`config.mk`:
```
export PLATFORM = sky130hd
export DESIGN_NAME = i2c_slave_responder
export DESIGN_NICKNAME = d
export VERILOG_FILES = /design/src/rtl/i2c_slave_responder.sv
export SDC_FILE = /design/constraint.sdc
export NUM_CORES = 1
export LEC_CHECK = 0
export BUFFER_PORTS_ARGS = -buffer_cell sky130_fd_sc_hd__clkbuf_2
export CAP_MARGIN = 20
export CORE_MARGIN = 1
export CORE_UTILIZATION = 35
export DETAILED_ROUTE_END_ITERATION = 10
export GPL_TIMING_DRIVEN = 1
export SLEW_MARGIN = 20
export SYNTH_ARGS = -nofsm -noshare
export SYNTH_HDL_FRONTEND = slang
export SYNTH_SLANG_ARGS = --single-unit
```
`constraint.sdc`:
```
create_clock -name clk_4x -period 4.3 [get_ports clk_4x]
set_input_delay 0.645 -clock clk_4x [delete_from_list [all_inputs] [get_ports clk_4x]]
set_output_delay 0.645 -clock clk_4x [all_outputs]
set_load 0.01 [all_outputs]
```
`src/rtl/i2c_slave_responder.sv`:
```
// i2c_slave_responder: I2C target emulating an MPU6050-style register map with auto-increment pointer.
module i2c_slave_responder #(
  parameter logic [6:0] SLAVE_ADDRESS = 7'h68,
  parameter int         REG_ADDR_W    = 4
) (
  input  logic                  clk_4x,
  input  logic                  reset,
  input  logic                  scl_in,
  input  logic                  sda_in,
  output logic                  sda_drive_low,
  input  logic                  host_wr_en,
  input  logic [REG_ADDR_W-1:0] host_wr_addr,
  input  logic [7:0]            host_wr_data,
  output logic                  bus_wr_strobe,
  output logic [REG_ADDR_W-1:0] bus_wr_addr,
  output logic [7:0]            bus_wr_data,
  output logic                  busy
);
  localparam int DEPTH = 2**REG_ADDR_W;
  localparam logic [REG_ADDR_W-1:0] PTR_ONE = 1;
  localparam logic [2:0] S_IDLE      = 3'd0;
  localparam logic [2:0] S_ADDR      = 3'd1;
  localparam logic [2:0] S_ACK       = 3'd2;
  localparam logic [2:0] S_RX_PTR    = 3'd3;
  localparam logic [2:0] S_RX_DATA   = 3'd4;
  localparam logic [2:0] S_TX_DATA   = 3'd5;
  localparam logic [2:0] S_TX_ACK    = 3'd6;
  localparam logic [2:0] S_WAIT_STOP = 3'd7;

  logic r_scl_s1, r_scl_s2, r_scl_d, r_sda_s1, r_sda_s2, r_sda_d;
  logic [2:0] r_state, r_ack_next, r_cnt;
  logic r_ack_on, r_tx_load, r_drive, r_busy, r_strobe;
  logic [7:0] r_shift, r_wdata;
  logic [REG_ADDR_W-1:0] r_ptr, r_waddr;
  logic [7:0] r_regs [DEPTH];

  logic w_scl_rise, w_scl_fall, w_start, w_stop, w_match, w_bus_we;
  logic [7:0] w_byte;
  logic [REG_ADDR_W-1:0] w_ptr_inc;

  assign w_scl_rise = r_scl_s2 & ~r_scl_d;
  assign w_scl_fall = ~r_scl_s2 & r_scl_d;
  assign w_start    = r_scl_s2 & ~r_sda_s2 & r_sda_d;
  assign w_stop     = r_scl_s2 & r_sda_s2 & ~r_sda_d;
  assign w_byte     = {r_shift[6:0], r_sda_s2};
  assign w_match    = w_byte[7:1] == SLAVE_ADDRESS;
  assign w_ptr_inc  = r_ptr + PTR_ONE;
  assign w_bus_we   = (r_state == S_RX_DATA) & w_scl_rise & (r_cnt == 3'd7) & ~w_start & ~w_stop;

  assign sda_drive_low = r_drive;
  assign busy          = r_busy;
  assign bus_wr_strobe = r_strobe;
  assign bus_wr_addr   = r_waddr;
  assign bus_wr_data   = r_wdata;

  // Bus write is ordered last so it wins a same-address collision with the host.
  always_ff @(posedge clk_4x) begin
    if (!reset) begin
      for (int i = 0; i < DEPTH; i++) r_regs[i] <= '0;
    end else begin
      if (host_wr_en) r_regs[host_wr_addr] <= host_wr_data;
      if (w_bus_we) r_regs[r_ptr] <= w_byte;
    end
  end

  always_ff @(posedge clk_4x) begin
    if (!reset) begin
      {r_scl_s1, r_scl_s2, r_scl_d, r_sda_s1, r_sda_s2, r_sda_d} <= '1;
      r_state    <= S_IDLE;
      r_ack_next <= S_IDLE;
      r_cnt      <= '0;
      r_ack_on   <= 1'b0;
      r_tx_load  <= 1'b0;
      r_drive    <= 1'b0;
      r_busy     <= 1'b0;
      r_strobe   <= 1'b0;
      r_shift    <= '0;
      r_wdata    <= '0;
      r_waddr    <= '0;
      r_ptr      <= '0;
    end else begin
      {r_scl_s1, r_scl_s2, r_scl_d} <= {scl_in, r_scl_s1, r_scl_s2};
      {r_sda_s1, r_sda_s2, r_sda_d} <= {sda_in, r_sda_s1, r_sda_s2};
      r_strobe <= 1'b0;
      if (w_start) begin
        r_state  <= S_ADDR;
        r_cnt    <= '0;
        r_drive  <= 1'b0;
        r_busy   <= 1'b0;
        r_ack_on <= 1'b0;
      end else if (w_stop) begin
        r_state  <= S_IDLE;
        r_drive  <= 1'b0;
        r_busy   <= 1'b0;
        r_ack_on <= 1'b0;
      end else begin
        case (r_state)
          S_ADDR, S_RX_PTR, S_RX_DATA: if (w_scl_rise) begin
            r_shift <= w_byte;
            r_cnt   <= r_cnt + 3'd1;
            if (r_cnt == 3'd7) begin
              r_state    <= (r_state != S_ADDR || w_match) ? S_ACK : S_WAIT_STOP;
              r_ack_next <= (r_state == S_ADDR) ? (w_byte[0] ? S_TX_DATA : S_RX_PTR) : S_RX_DATA;
              r_ptr      <= (r_state == S_RX_PTR) ? w_byte[REG_ADDR_W-1:0] :
                            (r_state == S_RX_DATA) ? w_ptr_inc : r_ptr;
              r_strobe   <= r_state == S_RX_DATA;
              if (r_state == S_RX_DATA) begin
                r_waddr <= r_ptr;
                r_wdata <= w_byte;
              end
            end
          end
          S_ACK: if (w_scl_fall) begin
            if (!r_ack_on) begin
              r_drive  <= 1'b1;
              r_busy   <= 1'b1;
              r_ack_on <= 1'b1;
            end else begin
              r_ack_on  <= 1'b0;
              r_cnt     <= '0;
              r_tx_load <= 1'b0;
              r_state   <= r_ack_next;
              r_drive   <= (r_ack_next == S_TX_DATA) & ~r_regs[r_ptr][7];
              r_shift   <= {r_regs[r_ptr][6:0], 1'b0};
            end
          end
          // r_tx_load marks a freshly reloaded byte whose bit7 goes out on this fall.
          S_TX_DATA: if (w_scl_fall) begin
            if (r_tx_load || r_cnt != 3'd7) begin
              r_drive   <= ~r_shift[7];
              r_shift   <= {r_shift[6:0], 1'b0};
              r_cnt     <= r_tx_load ? r_cnt : r_cnt + 3'd1;
              r_tx_load <= 1'b0;
            end else begin
              r_drive <= 1'b0;
              r_state <= S_TX_ACK;
            end
          end
          S_TX_ACK: if (w_scl_rise) begin
            if (!r_sda_s2) begin
              r_ptr     <= w_ptr_inc;
              r_shift   <= r_regs[w_ptr_inc];
              r_tx_load <= 1'b1;
              r_cnt     <= '0;
              r_state   <= S_TX_DATA;
            end else begin
              r_state <= S_WAIT_STOP;
            end
          end
          default: ;
        endcase
      end
    end
  end
endmodule

```
==> results.txt, run 1 <==
----------------------------------------------------
[Clock network]
  Number of hold buffers added after CTS ... 0
  Buffers inserted during post-CTS setup optimization ... 0
  Clock-pin slew reported for the worst setup and hold paths after clock tree synthesis ... 0.08 ns
  Total CTS buffers ... 17
  Skew-Pair Late Insertion Delay ... 0.45 ns
  Deepest clock path buffer count ... 2
  Depth of the CTS H-tree ... 4
  Resized Gates After CTS ... 0
  TritonCTS clock tree ... built
  # clock sinks ... 176
  Clk root buf ... clkbuf_16

[Die]
  Effective utilization at floorplan ... 35.6%
  Die outline width ... 176 microns
  Count of standard-cell rows ... 63
  Overall die height ... 176 microns
  Boundary Pins ... 32
  Die ar. ... 30800 sq um
  Area of the core ... 29600 sq um

[Layout]
  Filler cell count ... 2906
  Final net count ... ~1.1k
  P&R area growth vs syn ... 9.00%
  Commonest non-fill, non-tap cell in the layout ... nand2_1
  Commonest cells after routing, fill and taps aside ... 226 x nand2_1, 128 x edfxtp_1, 124 x o21ai_0, 50 x mux4_2
  Fraction of final layout cells sized beyond drive strength 1 ... between 10% and 20%
  Number of diodes added for antenna fixing ... 0

[Logic synthesis]
  Post-synth net total ... between 1k and 1.5k
  Number of enable flip-flop cells after synthesis ... 128
  Leading area contributor after synthesis ... edfxtp_1
  Summed instance area of the synthesized netlist ... 10600 sq um
  Number of distinct library cell variants in the gate-level netlist after synthesis ... 63
  Synth top area cells ... edfxtp_1 36%, mux4_2 11%, dfxtp_1 9.1%
  Post-synthesis sequential area ratio ... 45.5%
  Mean post-synth cell area ... 10.0 sq um
  Cells after Synth ... about 1.1k
  Total number of yosys warnings ... 0
  Flip-flop and latch count after synthesis ... 176
  Most used DFF post-synth ... edfxtp_1
  Area fraction of the dominant cell type after synthesis ... 36.4%
  Async set-reset flop share out of synthesis ... 0%

[Critical path]
  Reg-to-Reg Start ... r_state[0]$_SDFFE_PN0P_
  Critical path required time ... approximately 4.4 ns
  Worst setup path class ... reg -> reg
  Data arrival time of the critical path ... 3.47 ns
  Timing startpoint of the critical path ... r_state[0]$_SDFFE_PN0P_
  Max Fanout on Critical Path ... 20
  Category of the worst setup path capture point ... register
  Crit path launch type ... register

[Detailed routing]
  Number of nets still failing antenna checks after routing ... 0
  DRC violation count after routing ... 0
  Detailed-route vias per instance ... 5.79
  Final Routed Wirelength ... ~32000 microns
  Via count ... about 8.3k
  Detailed-routing iteration count for the pre-antenna-repair pass ... 6
  Wirelength per Cell ... 22.1 microns
  DRC violation total after the first TritonRoute iteration ... 862

[STA]
  Post-route clock skew ... 0.0146 ns
  Final critical-path share of the clock period ... 78.5%
  Number of pins with negative max-slew slack in the final report ... 0
  Setup violators final ... 0
  Total Negative Setup Slacks ... 0 ns
  Min cycle time layout ... between 3 and 4 ns
  Setup repair after global routing missed its margin ... false
  Slew at the pin with the worst max-slew slack ... approximately 1.2 ns
  Endpoints failing hold ... 0
  Relative slew slack ... 19.9%
  Achievable Freq ... 296 MHz

[Min path]
  Min-Delay Path Class ... in -> reg
  Hold Crit Start ... sda_in

[Global routing]
  All-layer global routing usage ... a little over a fifth
  Remaining global-route overflow ... 0
  First-pass GRT wire length ... 47600 microns
  Via count of the first global-routing pass ... 7492
  Antenna violations before repair ... 0
  Global-route track usage on met1 ... between 30 and 40%
  Most used routing layer in global routing ... met1
  Global-route track usage on met3 ... a little under 4%
  Global Route met2 Usage ... 29.8%
  Largest net degree at the start of global routing ... 39

[Placed design]
  Half-perimeter wire length after detailed placement ... 22300 microns
  Port Buf Inserts ... 31
  Routability-driven placement congestion ratio ... 0.986

[Power and ir drop]
  Max VDD drop ... 0.000356 V
  Cell Pwr Density ... 347 nW/um^2
  Leakage power summed over all cells ... ~3.5 nW
  Total power draw ... roughly 4 mW

[Flow run]
  Max-capacitance violation count ... 0

[Status]
  Outcome ... completed

----------------------------------------------------
## Yosys cell counts (2+ instances only)
cell,count
buf_6,2
o211ai_1,3
a211oi_1,3
mux2i_1,31
o21ai_0,124
and3b_1,3
or3_1,16
edfxtp_1,128
nand4_1,3
inv_1,13
nor2b_1,9
buf_8,2
ha_1,6
a311oi_1,2
nor3_4,6
a221oi_1,8
nand2_1,226
and4_1,3
nand3_1,46
and2_1,5
a22oi_1,21
mux2_2,17
clkbuf_1,55
o21ai_1,7
a21oi_1,29
buf_1,12
xor2_1,3
and3_1,5
buf_2,25
nand3b_1,8
mux4_2,50
nand3_2,2
nor4b_1,7
buf_4,7
dfxtp_1,48
o21ai_2,16
a31oi_1,13
o21a_1,3
nor3_2,6
or4_1,5
nor2_1,25
nor3_1,9
nand2b_1,17
a21boi_0,2
nand4b_1,2
## state kept, by name, indices dropped and copies added, names as in the netlist, 3 cells and up, named ones only
| name | cells |
|---|---|
| r_regs | 128 |
| bus_wr_data | 8 |
| r_shift | 8 |
| bus_wr_addr | 4 |
| r_ptr | 4 |
| r_ack_next | 3 |
| r_cnt | 3 |
| r_state | 3 |
## area by class of cell
type | count | area (sq um) | area share, %
Clock inverter | 15 | 140 | 1.22
Sequential cell | 176 | 4810 | 41.8
Timing Repair Buffer | 60 | 373 | 3.24
Multi-Input combinational cell | 759 | 5220 | 45.4
Clock buffer | 17 | 425 | 3.70
Inverter | 13 | 48.8 | 0.424
Tap cell | 390 | 488 | 4.24
## power breakdown
group / internal [mW] / switching (mW) / total (mW)
clock: 0.770 / 0.755 / 1.53
combinational: 0.137 / 0.289 / 0.426
sequential: 1.91 / 0.126 / 2.04
total: 2.82 / 1.17 / 3.99
## stage by stage
| step | util, % | hold WS (ns) | area [sq um] | std cells | setup WS, ns |
|---|---|---|---|---|---|
| 2_1_floorplan | - | 0.386 | 10600 | 1051 | 1.29 |
| 3_3_place_gp | 36.9 | 0.411 | 10900 | 1398 | 1.11 |
| 3_5_place_dp | 36.9 | 0.403 | 10900 | 1398 | 0.990 |
| 4_1_cts | 38.8 | 0.373 | 11500 | 1430 | 0.966 |
| 5_1_grt | 38.8 | 0.372 | 11500 | 1430 | 0.688 |
| 6_report | 38.8 | 0.378 | 11500 | 1430 | 0.926 |
## worst max-delay path, stage by stage (launching register included)
cell	delay, ns
dfxtp_1	0.53
nor3b_4	0.25
buf_4	0.21
nand4_1	0.54
or4_1	1.02
nand3b_1	0.48
## per-layer routing
layer  share of wire (%)  up-vias
li1                    -     3828
met4                 3.2        0
met2                  43      473
met3                 9.2       60
met1                  45     3913
met5                   0        -
## worst paths after layout
check                                         endpoint  slack (ns)  cells after the start
worst max-delay path            r_regs[2][3]$_DFFE_PP_        0.93                      5
worst max register to register  r_regs[2][3]$_DFFE_PP_        0.93                      5
worst min register to register     r_sda_s2$_SDFF_PN1_        0.43                      1
worst min-delay path               r_sda_s1$_SDFF_PN1_        0.38                      2
## cell families after synthesis
group / after synthesis / share of synthesized area, %
simple gates: 409 / 19.2
fa+ha+maj: 6 / 0.712
compound gates: 242 / 13.7
mux: 98 / 15.4
flops: 176 / 45.5
xor+xnor: 4 / 0.332
buf+inv: 116 / 5.03
(Power assumes the default switching activity.)
==> run 2: changes to the inputs <==
==> constraint.sdc (replaced) <==
create_clock -name clk_4x -period 3.3 [get_ports clk_4x]
set_input_delay 0.495 -clock clk_4x [delete_from_list [all_inputs] [get_ports clk_4x]]
set_output_delay 0.495 -clock clk_4x [all_outputs]
set_load 0.01 [all_outputs]
==> run 2 against run 1 <==
Effect of this change:
- clock power is 35% higher
- non-clock buffer count is 26 higher
- via count is 5.1% higher
- worst setup slack worse by 0.41 ns
- critical path type unchanged
==> results.txt, run 2 (synthesis results as in run 1) <==
----------------------------------------------------
[STA]
  Final critical-path share of the clock period ... 84.3% (was 78.5%)
  Achievable Freq ... 360 MHz (was 296 MHz)
  Hold_ws ... 0.244 ns (was 0.378 ns)
  Min cycle time layout ... 2.78 ns (was 3.37 ns)
  Number of pins with negative max-slew slack in the final report ... 0 (unchanged)
  Relative slew slack ... 33.7% (was 19.9%)
  Setup violators final ... 0 (unchanged)
  Setup repair after global routing missed its margin ... false (unchanged)
  Post-route clock skew ... 0.0169 ns (was 0.0146 ns)
  Endpoints failing hold ... 0 (unchanged)
  Slew at the pin with the worst max-slew slack ... 0.993 ns (was 1.20 ns)
  Final critical-path setup slack ... 0.518 ns (was 0.926 ns)
  Total Negative Setup Slacks ... 0 ns (unchanged)

[Clock network]
  Depth of the CTS H-tree ... 4 (unchanged)
  Deepest clock path buffer count ... 2 (unchanged)
  # clock sinks ... 176 (unchanged)
  Total CTS buffers ... 17 (unchanged)
  TritonCTS clock tree ... built (unchanged)
  Clock-pin slew reported for the worst setup and hold paths after clock tree synthesis ... 0.07 ns (was 0.08 ns)
  Resized Gates After CTS ... 0 (unchanged)
  Skew-Pair Late Insertion Delay ... 0.44 ns (was 0.45 ns)
  Number of hold buffers added after CTS ... 0 (unchanged)
  Buffers inserted during post-CTS setup optimization ... 0 (unchanged)
  Clk root buf ... clkbuf_16 (unchanged)

[Critical path]
  Max Fanout on Critical Path ... 18 (was 20)
  Category of the worst setup path capture point ... register (unchanged)
  Worst setup path class ... reg -> reg (unchanged)
  Crit path launch type ... register (unchanged)
  Critical path required time ... 3.56 ns (was 4.40 ns)
  Data arrival time of the critical path ... 3.05 ns (was 3.47 ns)

[Detailed routing]
  Number of nets still failing antenna checks after routing ... 0 (unchanged)
  Final Routed Wirelength ... 34800 microns (was 31700 microns)
  DRC violation total after the first TritonRoute iteration ... 1260 (was 862)
  Detailed-routing iteration count for the pre-antenna-repair pass ... 5 (was 6)
  Detailed-route vias per instance ... 5.97 (was 5.79)
  DRC violation count after routing ... 0 (unchanged)
  Wirelength per Cell ... 23.9 microns (was 22.1 microns)
  Via count ... 8692 (was 8274)

[Layout]
  Number of diodes added for antenna fixing ... 0 (unchanged)
  Max reg flops ... 128 (unchanged)
  Post-route core utilization ... 39.5% (was 38.8%)
  Commonest non-fill, non-tap cell in the layout ... nand2_1 (unchanged)
  P&R area growth vs syn ... 11.1% (was 9.00%)
  Register with the highest flop count ... r_regs (unchanged)
  Final net count ... 1076 (was 1050)
  Commonest cells after routing, fill and taps aside ... 226 x nand2_1, 128 x edfxtp_1, 124 x o21ai_0, 55 x buf_4, 50 x mux4_2 (was 226 x nand2_1, 128 x edfxtp_1, 124 x o21ai_0, 50 x mux4_2)
  Fraction of final layout cells sized beyond drive strength 1 ... 20.5% (was 18.5%)
  Number of standard cells in the final layout excluding fillers ... 1456 (was 1430)

[Placed design]
  Minimum setup slack after placement ... 0.545 ns (was 0.990 ns)
  Half-perimeter wire length after detailed placement ... 23800 microns (was 22300 microns)
  Routability-driven placement congestion ratio ... 0.945 (was 0.986)
  # placed instances ... 1424 (was 1398)
  Port Buf Inserts ... 31 (unchanged)

[Power and ir drop]
  Part of the total power dissipated in sequential elements ... 49.4% (was 51.1%)
  Comb power frac ... 11.8% (was 10.7%)
  Net switching component of the power ... 1.51 mW (was 1.17 mW)
  Cell Pwr Density ... 453 nW/um^2 (was 347 nW/um^2)
  Internal power contribution ... 3.80 mW (was 2.82 mW)
  Max VDD drop ... 0.000318 V (was 0.000356 V)
  Fraction of power spent switching nets ... 28.4% (was 29.3%)
  Leakage power summed over all cells ... 3.69 nW (was 3.54 nW)
  Clock network power share ... 38.8% (was 38.2%)

[Global routing]
  Global Route met2 Usage ... 35.9% (was 29.8%)
  First-pass GRT wire length ... 52100 microns (was 47600 microns)
  Via count of the first global-routing pass ... 8096 (was 7492)
  Global-route track usage on met1 ... 32.2% (was 30.9%)
  Global-route track usage on met3 ... 3.29% (was 3.92%)
  Most used routing layer in global routing ... met2 (was met1)
  Largest net degree at the start of global routing ... 27 (was 39)
  Remaining global-route overflow ... 0 (unchanged)
  All-layer global routing usage ... 23.1% (was 20.9%)
  Antenna violations before repair ... 0 (unchanged)

[Die]
  Overall die height ... 176 microns (unchanged)
  Die outline width ... 176 microns (unchanged)
  Boundary Pins ... 32 (unchanged)
  Die ar. ... 30800 sq um (unchanged)
  Area of the core ... 29600 sq um (unchanged)
  Count of standard-cell rows ... 63 (unchanged)
  Effective utilization at floorplan ... 35.6% (unchanged)

[Min path]
  Min-Delay Path Class ... in -> reg (unchanged)

[Status]
  Outcome ... completed (unchanged)

[Flow run]
  Max-capacitance violation count ... 0 (unchanged)

----------------------------------------------------
## run 2: cell types whose count changed in the layout (fill, tap and decap cells not counted)
cell and change:
buf_4 +26, clkinv_2 +3, inv_8 -4, clkinv_8 -1, clkbuf_16 +3, clkinv_1 -2
clkbuf_1 +1
## run 2: area by class of cell
| class | instances | area [sq um] |
|---|---|---|
| sequential | 176 | 4810 |
| timing repair buffer | 86 | 568 |
| clock buffer | 21 | 504 |
| tap | 390 | 488 |
| inverter | 13 | 48.8 |
| clock inverter | 11 | 86.3 |
| fill | 2925 | 17900 |
| multi-input combinational | 759 | 5220 |
## run 2: worst paths after layout
check	from	to	slack [ns]	cells after the start
setup / recovery	r_ptr[0]$_SDFFE_PN0N_	r_shift[0]$_SDFFE_PN0P_	0.52	7
hold / removal	scl_in	r_scl_s1$_SDFF_PN1_	0.24	2
setup reg to reg	r_ptr[0]$_SDFFE_PN0N_	r_shift[0]$_SDFFE_PN0P_	0.52	7
hold reg to reg	r_sda_s1$_SDFF_PN1_	r_sda_s2$_SDFF_PN1_	0.42	1
## run 2: stage by stage
stage | instance area (sq um) | total power [mW]
after floorplan | 10600 | 2.98
after global placement | 11100 | 3.27
after detailed placement | 11100 | 3.27
after CTS | 11700 | 5.29
after global routing | 11700 | 5.44
final | 11700 | 5.31
## run 2: per-layer routing
metal,vias to the layer above,wire [microns]
met2,467,15900
met3,67,3100
li1,3891,-
met1,4267,14700
met5,-,0
met4,0,1110
## run 2: critical path, stage by stage, from the launching register on
cell and delay [ns]:
dfxtp_2 0.54, inv_1 0.12, ha_2 0.47, buf_4 0.38
mux4_2 0.58, mux2_2 0.28, a32oi_1 0.14, a221oi_1 0.09
## run 2: power groups by stage
stage | sequential, mW | clock, mW | combinational, mW
2_1_floorplan | 2.58 | 0 | 0.401
3_3_place_gp | 2.66 | 0 | 0.608
3_5_place_dp | 2.66 | 0 | 0.609
4_1_cts | 2.61 | 2.07 | 0.611
5_1_grt | 2.63 | 2.16 | 0.656
6_report | 2.62 | 2.06 | 0.624
